===== src/rtl/adder_rr_sequencer_pkg.sv =====
`default_nettype none
// ------------------------------------------------------------------
// adder_seq_pkg: shared types and defaults for adder_rr_sequencer.
// Rev 1.0
// ------------------------------------------------------------------
package adder_seq_pkg;

  typedef enum logic [0:0] {
    IDLE   = 1'b0,
    LOCKED = 1'b1
  } state_e;

  localparam int N_DEF    = 32;
  localparam int NREQ_DEF = 4;
  localparam int BW_DEF   = 3;

  function automatic int idw_f(input int nreq);
    return (nreq <= 1) ? 1 : $clog2(nreq);
  endfunction

endpackage
`default_nettype wire


===== src/rtl/adder_rr_sequencer_if.sv =====
`default_nettype none
// ------------------------------------------------------------------
// adder_rr_sequencer_if: requester and response bundle.
// Rev 1.0
// ------------------------------------------------------------------
interface adder_rr_sequencer_if
  import adder_seq_pkg::*;
#(
  parameter int N    = N_DEF,
  parameter int NREQ = NREQ_DEF,
  parameter int IDW  = idw_f(NREQ),
  parameter int BW   = BW_DEF
);
  logic [NREQ-1:0]   req_valid;
  logic [NREQ-1:0]   req_ready;
  logic [NREQ*N-1:0] req_a;
  logic [NREQ*N-1:0] req_b;
  logic [NREQ-1:0]   req_cin;
  logic [NREQ-1:0]   req_last;
  logic              rsp_valid;
  logic              rsp_ready;
  logic [IDW-1:0]    rsp_id;
  logic [N-1:0]      rsp_sum;
  logic              rsp_cout;
  logic              rsp_last;
  logic [BW-1:0]     rsp_beat;

  modport master (
    output req_valid, req_a, req_b, req_cin, req_last, rsp_ready,
    input  req_ready, rsp_valid, rsp_id, rsp_sum, rsp_cout, rsp_last, rsp_beat
  );

  modport slave (
    input  req_valid, req_a, req_b, req_cin, req_last, rsp_ready,
    output req_ready, rsp_valid, rsp_id, rsp_sum, rsp_cout, rsp_last, rsp_beat
  );
endinterface
`default_nettype wire


===== src/rtl/adder_rr_sequencer_rr_arbiter.sv =====
`default_nettype none
// ------------------------------------------------------------------
// rr_arbiter: combinational round-robin pick starting at ptr.
// Rev 1.0
// ------------------------------------------------------------------
module rr_arbiter
  import adder_seq_pkg::*;
#(
  parameter int NREQ = NREQ_DEF,
  parameter int IDW  = idw_f(NREQ)
) (
  input  wire logic [NREQ-1:0] req,
  input  wire logic [IDW-1:0]  ptr,
  output logic [NREQ-1:0]      grant,
  output logic [IDW-1:0]       grant_id,
  output logic                 grant_any
);
  always_comb begin
    int cand;
    logic [IDW-1:0] cand_id;
    cand      = 0;
    cand_id   = '0;
    grant     = '0;
    grant_id  = '0;
    grant_any = 1'b0;
    for (int off = 0; off < NREQ; off++) begin
      cand = int'(ptr) + off;
      if (cand >= NREQ) cand = cand - NREQ;
      cand_id = IDW'(cand);
      if (!grant_any && req[cand_id]) begin
        grant[cand_id] = 1'b1;
        grant_id       = cand_id;
        grant_any      = 1'b1;
      end
    end
  end
endmodule
`default_nettype wire


===== src/rtl/n_bit_pg_Kogge_Stone_A.sv =====
`default_nettype none
// ------------------------------------------------------------------
// n_bit_pg_Kogge_Stone_A: parallel-prefix adder with carry in/out.
// Rev 1.0
// ------------------------------------------------------------------
module n_bit_pg_Kogge_Stone_A #(
  parameter int N = 32
) (
  input  wire logic [N-1:0] a,
  input  wire logic [N-1:0] b,
  input  wire logic         cin,
  output wire logic [N-1:0] sum,
  output wire logic         cout
);
  localparam int L = $clog2(N);

  wire [N-1:0] gen_lvl [0:L];
  wire [N-1:0] prp_lvl [0:L-1];
  wire [N-1:0] p0;

  assign p0 = a ^ b;
  // cin is folded into bit 0 so every prefix G[i:0] is already the carry into bit i+1
  assign gen_lvl[0] = (a & b) | {{(N-1){1'b0}}, p0[0] & cin};
  assign prp_lvl[0] = p0;

  for (genvar l = 0; l < L; l++) begin : g_lvl
    localparam int D = 1 << l;
    for (genvar i = 0; i < N; i++) begin : g_bit
      if (i >= D) begin : g_merge
        assign gen_lvl[l+1][i] = gen_lvl[l][i] | (prp_lvl[l][i] & gen_lvl[l][i-D]);
        if (l + 1 < L) begin : g_prp
          assign prp_lvl[l+1][i] = prp_lvl[l][i] & prp_lvl[l][i-D];
        end
      end else begin : g_pass
        assign gen_lvl[l+1][i] = gen_lvl[l][i];
        if (l + 1 < L) begin : g_prp
          assign prp_lvl[l+1][i] = prp_lvl[l][i];
        end
      end
    end
  end

  assign sum  = p0 ^ {gen_lvl[L][N-2:0], cin};
  assign cout = gen_lvl[L][N-1];
endmodule
`default_nettype wire


===== src/rtl/adder_rr_sequencer.sv =====
`default_nettype none
// ------------------------------------------------------------------
// adder_rr_sequencer: round-robin sharing of one adder with chaining.
// Rev 1.0
// ------------------------------------------------------------------
module adder_rr_sequencer
  import adder_seq_pkg::*;
#(
  parameter int N    = N_DEF,
  parameter int NREQ = NREQ_DEF,
  parameter int IDW  = idw_f(NREQ),
  parameter int BW   = BW_DEF
) (
  input  wire logic             clk,
  input  wire logic             rst_n,
  adder_rr_sequencer_if.slave   bus
);
  state_e           state_q, state_d;
  logic [IDW-1:0]   lock_id_q, lock_id_d;
  logic [IDW-1:0]   rr_ptr_q, rr_ptr_d;
  logic             carry_q, carry_d;
  logic [BW-1:0]    beat_q, beat_d;
  logic             rsp_valid_q, rsp_valid_d;
  logic [IDW-1:0]   rsp_id_q, rsp_id_d;
  logic [N-1:0]     rsp_sum_q, rsp_sum_d;
  logic             rsp_cout_q, rsp_cout_d;
  logic             rsp_last_q, rsp_last_d;
  logic [BW-1:0]    rsp_beat_q, rsp_beat_d;

  logic [NREQ-1:0]  arb_grant;
  logic [IDW-1:0]   arb_id;
  logic             arb_any;
  logic             acc_en;
  logic [NREQ-1:0]  ready_vec;
  logic             hs;
  logic [IDW-1:0]   sel_id;
  logic [N-1:0]     op_a, op_b;
  logic             add_cin;
  logic [N-1:0]     add_sum;
  logic             add_cout;

  rr_arbiter #(.NREQ(NREQ), .IDW(IDW)) u_arb (
    .req       (bus.req_valid),
    .ptr       (rr_ptr_q),
    .grant     (arb_grant),
    .grant_id  (arb_id),
    .grant_any (arb_any)
  );

  always_comb begin
    acc_en    = !rsp_valid_q || bus.rsp_ready;
    ready_vec = '0;
    if (state_q == LOCKED) begin
      sel_id               = lock_id_q;
      ready_vec[lock_id_q] = acc_en;
      add_cin              = carry_q;
    end else begin
      sel_id    = arb_id;
      ready_vec = arb_any ? (arb_grant & {NREQ{acc_en}}) : '0;
      add_cin   = bus.req_cin[arb_id];
    end
    // ready must read 0 while reset is held, not only once the flops settle
    if (!rst_n) ready_vec = '0;
    hs   = |(ready_vec & bus.req_valid);
    op_a = bus.req_a[int'(sel_id)*N +: N];
    op_b = bus.req_b[int'(sel_id)*N +: N];
  end

  n_bit_pg_Kogge_Stone_A #(.N(N)) u_add (
    .a    (op_a),
    .b    (op_b),
    .cin  (add_cin),
    .sum  (add_sum),
    .cout (add_cout)
  );

  always_comb begin
    state_d     = state_q;
    lock_id_d   = lock_id_q;
    rr_ptr_d    = rr_ptr_q;
    carry_d     = carry_q;
    beat_d      = beat_q;
    rsp_valid_d = rsp_valid_q;
    rsp_id_d    = rsp_id_q;
    rsp_sum_d   = rsp_sum_q;
    rsp_cout_d  = rsp_cout_q;
    rsp_last_d  = rsp_last_q;
    rsp_beat_d  = rsp_beat_q;
    if (hs) begin
      rsp_valid_d = 1'b1;
      rsp_id_d    = sel_id;
      rsp_sum_d   = add_sum;
      rsp_cout_d  = add_cout;
      rsp_last_d  = bus.req_last[sel_id];
      rsp_beat_d  = beat_q;
      if (!bus.req_last[sel_id]) begin
        state_d   = LOCKED;
        lock_id_d = sel_id;
        carry_d   = add_cout;
        beat_d    = (beat_q == {BW{1'b1}}) ? beat_q : beat_q + 1'b1;
      end else begin
        state_d  = IDLE;
        carry_d  = 1'b0;
        beat_d   = '0;
        rr_ptr_d = (sel_id == IDW'(NREQ-1)) ? '0 : sel_id + 1'b1;
      end
    end else if (bus.rsp_ready) begin
      rsp_valid_d = 1'b0;
    end
  end

  always_ff @(posedge clk or negedge rst_n) begin
    if (!rst_n) begin
      state_q     <= IDLE;
      lock_id_q   <= '0;
      rr_ptr_q    <= '0;
      carry_q     <= 1'b0;
      beat_q      <= '0;
      rsp_valid_q <= 1'b0;
      rsp_id_q    <= '0;
      rsp_sum_q   <= '0;
      rsp_cout_q  <= 1'b0;
      rsp_last_q  <= 1'b0;
      rsp_beat_q  <= '0;
    end else begin
      state_q     <= state_d;
      lock_id_q   <= lock_id_d;
      rr_ptr_q    <= rr_ptr_d;
      carry_q     <= carry_d;
      beat_q      <= beat_d;
      rsp_valid_q <= rsp_valid_d;
      rsp_id_q    <= rsp_id_d;
      rsp_sum_q   <= rsp_sum_d;
      rsp_cout_q  <= rsp_cout_d;
      rsp_last_q  <= rsp_last_d;
      rsp_beat_q  <= rsp_beat_d;
    end
  end

  assign bus.req_ready = ready_vec;
  assign bus.rsp_valid = rsp_valid_q;
  assign bus.rsp_id    = rsp_id_q;
  assign bus.rsp_sum   = rsp_sum_q;
  assign bus.rsp_cout  = rsp_cout_q;
  assign bus.rsp_last  = rsp_last_q;
  assign bus.rsp_beat  = rsp_beat_q;
endmodule
`default_nettype wire


===== src/flat_wrapper.sv =====
// flat-port wrapper written by rule: the top's interface ports become plain ports
module adder_rr_sequencer_flat import adder_seq_pkg::*;
#(
  parameter int N    = N_DEF,
  parameter int NREQ = NREQ_DEF,
  parameter int IDW  = idw_f(NREQ),
  parameter int BW   = BW_DEF
)
  (clk, rst_n, bus_req_valid, bus_req_a, bus_req_b, bus_req_cin, bus_req_last, bus_rsp_ready, bus_req_ready, bus_rsp_valid, bus_rsp_id, bus_rsp_sum, bus_rsp_cout, bus_rsp_last, bus_rsp_beat);
  adder_rr_sequencer_if #(.N(N), .NREQ(NREQ), .IDW(IDW), .BW(BW)) bus_i ();
  input  wire logic clk;
  input  wire logic rst_n;
  input wire logic [$bits(bus_i.req_valid)-1:0] bus_req_valid;
  input wire logic [$bits(bus_i.req_a)-1:0] bus_req_a;
  input wire logic [$bits(bus_i.req_b)-1:0] bus_req_b;
  input wire logic [$bits(bus_i.req_cin)-1:0] bus_req_cin;
  input wire logic [$bits(bus_i.req_last)-1:0] bus_req_last;
  input wire logic [$bits(bus_i.rsp_ready)-1:0] bus_rsp_ready;
  output wire logic [$bits(bus_i.req_ready)-1:0] bus_req_ready;
  output wire logic [$bits(bus_i.rsp_valid)-1:0] bus_rsp_valid;
  output wire logic [$bits(bus_i.rsp_id)-1:0] bus_rsp_id;
  output wire logic [$bits(bus_i.rsp_sum)-1:0] bus_rsp_sum;
  output wire logic [$bits(bus_i.rsp_cout)-1:0] bus_rsp_cout;
  output wire logic [$bits(bus_i.rsp_last)-1:0] bus_rsp_last;
  output wire logic [$bits(bus_i.rsp_beat)-1:0] bus_rsp_beat;
  assign bus_i.req_valid = bus_req_valid;
  assign bus_i.req_a = bus_req_a;
  assign bus_i.req_b = bus_req_b;
  assign bus_i.req_cin = bus_req_cin;
  assign bus_i.req_last = bus_req_last;
  assign bus_i.rsp_ready = bus_rsp_ready;
  assign bus_req_ready = bus_i.req_ready;
  assign bus_rsp_valid = bus_i.rsp_valid;
  assign bus_rsp_id = bus_i.rsp_id;
  assign bus_rsp_sum = bus_i.rsp_sum;
  assign bus_rsp_cout = bus_i.rsp_cout;
  assign bus_rsp_last = bus_i.rsp_last;
  assign bus_rsp_beat = bus_i.rsp_beat;
  adder_rr_sequencer #(.N(N), .NREQ(NREQ), .IDW(IDW), .BW(BW)) u_core (.clk(clk), .rst_n(rst_n), .bus(bus_i));
endmodule

===== config.mk =====
export PLATFORM = sky130hd
export DESIGN_NAME = adder_rr_sequencer_flat
export DESIGN_NICKNAME = d
export VERILOG_FILES = /design/src/rtl/adder_rr_sequencer_pkg.sv /design/src/rtl/adder_rr_sequencer_if.sv /design/src/rtl/adder_rr_sequencer_rr_arbiter.sv /design/src/rtl/n_bit_pg_Kogge_Stone_A.sv /design/src/rtl/adder_rr_sequencer.sv /design/src/flat_wrapper.sv
export SDC_FILE = /design/constraint.sdc
export NUM_CORES = 1
export LEC_CHECK = 0
export CORE_MARGIN = 2
export CORE_UTILIZATION = 38
export DETAILED_ROUTE_END_ITERATION = 6
export PLACE_DENSITY = 0.8
export SETUP_SLACK_MARGIN = 0.15
export SYNTH_ARGS = -nofsm -noshare
export SYNTH_HDL_FRONTEND = slang
export SYNTH_SLANG_ARGS = --single-unit
export TNS_END_PERCENT = 50

===== constraint.sdc =====
create_clock -name clk -period 5.1 [get_ports clk]
set_input_delay 1.275 -clock clk [delete_from_list [all_inputs] [get_ports clk]]
set_output_delay 1.275 -clock clk [all_outputs]
set_load 0.02 [all_outputs]

==> impl_metrics.env, run 1 <==
export IMPL_clockBufferDepth=2
export IMPL_postRouteAntennaNets=0
export IMPL_pre_cts_ws_ps=-716
export IMPL_synth_compound_area_share_pct=30.2
export IMPL_hold_buffers=0
export IMPL_vias=8280
export IMPL_initial_core_util_pct=38.4
export IMPL_maxCapViolations=0
export IMPL_htreeDepth=2
export IMPL_grt_util_met1_pct=32.9
export IMPL_grt_first_pass_wirelength_mm=39.9
export IMPL_worst_endpoint_arrival_ps=5140
export IMPL_synth_distinct_cells=61
export IMPL_finClkSkew_ps=7.01
export IMPL_slew_headroom_pct=58.6
export IMPL_synthAdderAreaFrac_pct=8.78
export IMPL_cts_root_buf="clkbuf_16"
export IMPL_min_to="u_core.bus.rsp_sum[10]"
export IMPL_drt_iter0_drc=556
export IMPL_yosys_register_bits=49
export IMPL_r2r_worst_path_cells=23
export IMPL_finalInstanceArea_mm2=0.0118
export IMPL_routed_via_density=5.45
export IMPL_place_area_mm2=0.0107
export IMPL_min_period_over_period_pct=97.1
export IMPL_rr_endpoint="u_core.bus.rsp_sum[31]"
export IMPL_grt_usage_pct=28.0
export IMPL_top_usage_layer="met2"
export IMPL_grt_max_degree=56
export IMPL_drc=0
export IMPL_layout_nets=1612
export IMPL_area_growth_pct=87.4
export IMPL_fmax_mhz=202
export IMPL_cts_buffers_inserted=5
export IMPL_io_pin_count=315
export IMPL_clk_latency_ps=300
export IMPL_syn_instance_count=858
export IMPL_ff_latch_area_mm2=0.00123
export IMPL_die_area_mm2=0.0176
export IMPL_hold_start="u_core.bus.rsp_sum[10]"
export IMPL_timing_final_ws_setup_ps=149
export IMPL_syn_avg_cell_area_um2=7.34
export IMPL_clk_pin_slew_ps=80
export IMPL_cp_end_kind="register"
export IMPL_row_count=47
export IMPL_use_met2_pct=50.2
export IMPL_hpwl_mm=19.4
export IMPL_fp_dieH_um=133
export IMPL_synth_edf_count=0
export IMPL_setup_violations_final=0
export IMPL_critPathKind="in -> reg"
export IMPL_drv_slew=0
export IMPL_run_status="completed"
export IMPL_drive_above_1_share_pct=23.6
export IMPL_fillers=1237
export IMPL_synth_warnings=0
export IMPL_cp_max_fo=11
export IMPL_drt_pass1_iterations=6
export IMPL_antenna_found_initial=1
export IMPL_synth_top_family_by_area="compound AO/OA/AOI/OAI gates"
export IMPL_min_path_type="reg -> reg"
export IMPL_rsz0062_at_grt="yes"
export IMPL_worst_slew_pin_slew_ps=619
export IMPL_cts_sinks=49
export IMPL_critPathLaunchType="primary input"
export IMPL_synth_xor_area_share_pct=3.48
export IMPL_async_flop_share_pct=100
export IMPL_place_gp_congestion=0.894
export IMPL_met3_usage_pct=5.56
export IMPL_ys_seq_area_share_pct=19.5
export IMPL_numPortBuffers=314
export IMPL_fp_coreArea_mm2=0.0164
export IMPL_grt_overflow_total=0
export IMPL_timing_rr_start="u_core.rr_ptr_q[1]"
export IMPL_synthSimpleGateAreaFrac_pct=26.0
export IMPL_tritoncts="yes"
export IMPL_wl_per_cell_um=17.7
export IMPL_fp_dieW_um=133
export IMPL_synth_area_mm2=0.00630
export IMPL_whs_path_depth=1
export IMPL_syn_nets=1172
export IMPL_hold_violations=0
export IMPL_synthFlopType="dfrtp_1"
export IMPL_fin_crit_ps=4950
export IMPL_multiInputGateArea_mm2=0.00522
export IMPL_critPathRequiredTime_ps=5290
export IMPL_grt_pass1_vias=7990
export IMPL_ff2ff_setup_slack_ps=360
export IMPL_synth_area_mux_share_pct=6.81
export IMPL_wl_mm=26.9
placed cells by master, fill, tap and decap left out, drive strengths merged, types with 9 or more instances in the layout:
master / synthesis / layout
nor3: 10 / 10
inv: 16 / 18
buf: 13 / 176
mux2i: 17 / 17
ha: 41 / 41
nor2b: 15 / 15
o21ai: 31 / 31
clkbuf: 47 / 9
xnor2: 15 / 15
and2: 63 / 63
a211oi: 65 / 65
a21oi: 61 / 61
xor2: 10 / 10
nand3: 11 / 11
nand2: 168 / 168
mux2: 14 / 14
a21o: 15 / 15
clkdlybuf4s50: 0 / 305
a31oi: 67 / 67
dfrtp: 49 / 49
nor2: 51 / 51
flip-flops by register name (all words and copies together) (netlist names):
signal                flops
u_core.lock_id_q          2
u_core.beat_q             3
u_core.bus.rsp_id         2
u_core.bus.rsp_cout       1
u_core.bus.rsp_valid      1
u_core.carry_q            1
u_core.bus.rsp_beat       3
u_core.state_q            1
u_core.bus.rsp_last       1
u_core.rr_ptr_q           2
u_core.bus.rsp_sum       32
routing by layer:
layer  vias to the layer above  wire, um
met5                         -         0
met4                         0       918
met3                        71      1480
met2                       348     13600
met1                      3849     10900
li1                       4012         -
synth_stat cells, drive strengths merged, types with 3 or more instances:
| library cell | n | area share, % |
|---|---|---|
| nand2 | 168 | 10 |
| a31oi | 67 | 6.9 |
| a211oi | 65 | 7.7 |
| and2 | 63 | 6.3 |
| a21oi | 61 | 5.6 |
| nor2 | 51 | 3.0 |
| dfrtp | 49 | 19 |
| clkbuf | 47 | 2.8 |
| ha | 41 | 8.1 |
| o21ai | 31 | 2.5 |
| mux2i | 17 | 2.7 |
| inv | 16 | 0.95 |
| a21o | 15 | 1.8 |
| nor2b | 15 | 1.5 |
| xnor2 | 15 | 2.1 |
| mux2 | 14 | 2.7 |
| buf | 13 | 1.6 |
| nand3 | 11 | 0.87 |
| nor3 | 10 | 0.79 |
| xor2 | 10 | 1.4 |
| nand2b | 5 | 0.50 |
| nand4 | 5 | 0.50 |
| o21a | 5 | 0.60 |
| o21bai | 5 | 0.60 |
| a221o | 4 | 0.64 |
| mux4 | 4 | 1.4 |
| nand3b | 4 | 0.48 |
| o22ai | 4 | 0.40 |
| a22o | 3 | 0.42 |
| a32oi | 3 | 0.42 |
| nor4 | 3 | 0.30 |
| o31a | 3 | 0.42 |
| o31ai | 3 | 0.36 |
logic make-up (layout without fill, tap and decap cells):
family                     after synthesis  after routing
other                                    0              1
AOI/OAI and AO/OA                      283            283
DFF                                     49             49
adders and majority gates               43             43
buffers and inverters                   76            517
muxes                                   35             35
and+or+nand+nor                        347            347
xor gates and xnor gates                25             25
what timing repair did:
| item | 4_1_cts | 5_1_grt |
|---|---|---|
| endpoints found under the setup margin | 29 | 21 |
| resized for setup | 49 | 78 |
| pin swaps | 22 | 44 |
| gates cloned | 7 | 3 |
| setup buffers | 11 | 18 |
critical path, stage by stage:
cell      delay (ps)
buf_6            110
nor2_4           120
or4_4            150
o21ai_4           60
buf_4            140
nor3_4           300
mux2i_4          120
buf_12           160
buf_16           160
buf_12           140
a211oi_2         230
a31oi_1           90
ha_1             400
nand4_1          270
buf_4            240
buf_4            140
o311ai_4         300
o211ai_1         150
o21ai_1          200
xor2_1           100
mux2_2           260
worst max path at each step:
stage / slack (ps) / cells after the start / from / to
2_1_floorplan: 140 / 19 / bus_req_valid[0] / u_core.bus.rsp_sum[20]
3_3_place_gp: -500 / 19 / bus_req_valid[3] / u_core.bus.rsp_sum[31]
3_5_place_dp: -720 / 19 / bus_req_valid[3] / u_core.bus.rsp_sum[31]
4_1_cts: 160 / 21 / bus_req_valid[0] / u_core.bus.rsp_sum[31]
5_1_grt: 30 / 22 / bus_req_valid[0] / u_core.bus.rsp_sum[30]
6_report: 150 / 21 / bus_req_valid[0] / u_core.bus.rsp_sum[31]
per-stage QoR:
step,utilization [%],hold slack [ps],setup TNS (ps),std cells
6_report,71.9,485,0,1520
5_1_grt,71.9,504,0,1520
4_1_cts,68.8,486,0,1498
3_5_place_dp,65.4,469,-11880,1472
3_3_place_gp,65.4,460,-9430,1472
2_1_floorplan,-,474,0,858
area by class of cell:
class                           instances  share of cell area (%)
Multi-Input combinational cell        733                    44.2
Timing Repair Buffer                  493                    41.3
Sequential cell                        49                    10.4
Tap cell                              220                    2.33
Clock buffer                            5                    1.06
Inverter                               16                   0.509
Clock inverter                          3                   0.212
Antenna cell                            1                  0.0212
Power of run 1 is not shown: default switching activity piles up to over one toggle a cycle in this logic, so the estimate is an artifact.
==> run 2, diff against run 1 <==
Settings changed: SLEW_MARGIN set to 20.
==> results of run 2 <==
No change in the layout: final DEF, timing and power equal those of run 1.
Power of run 2 is left out for the same reason.
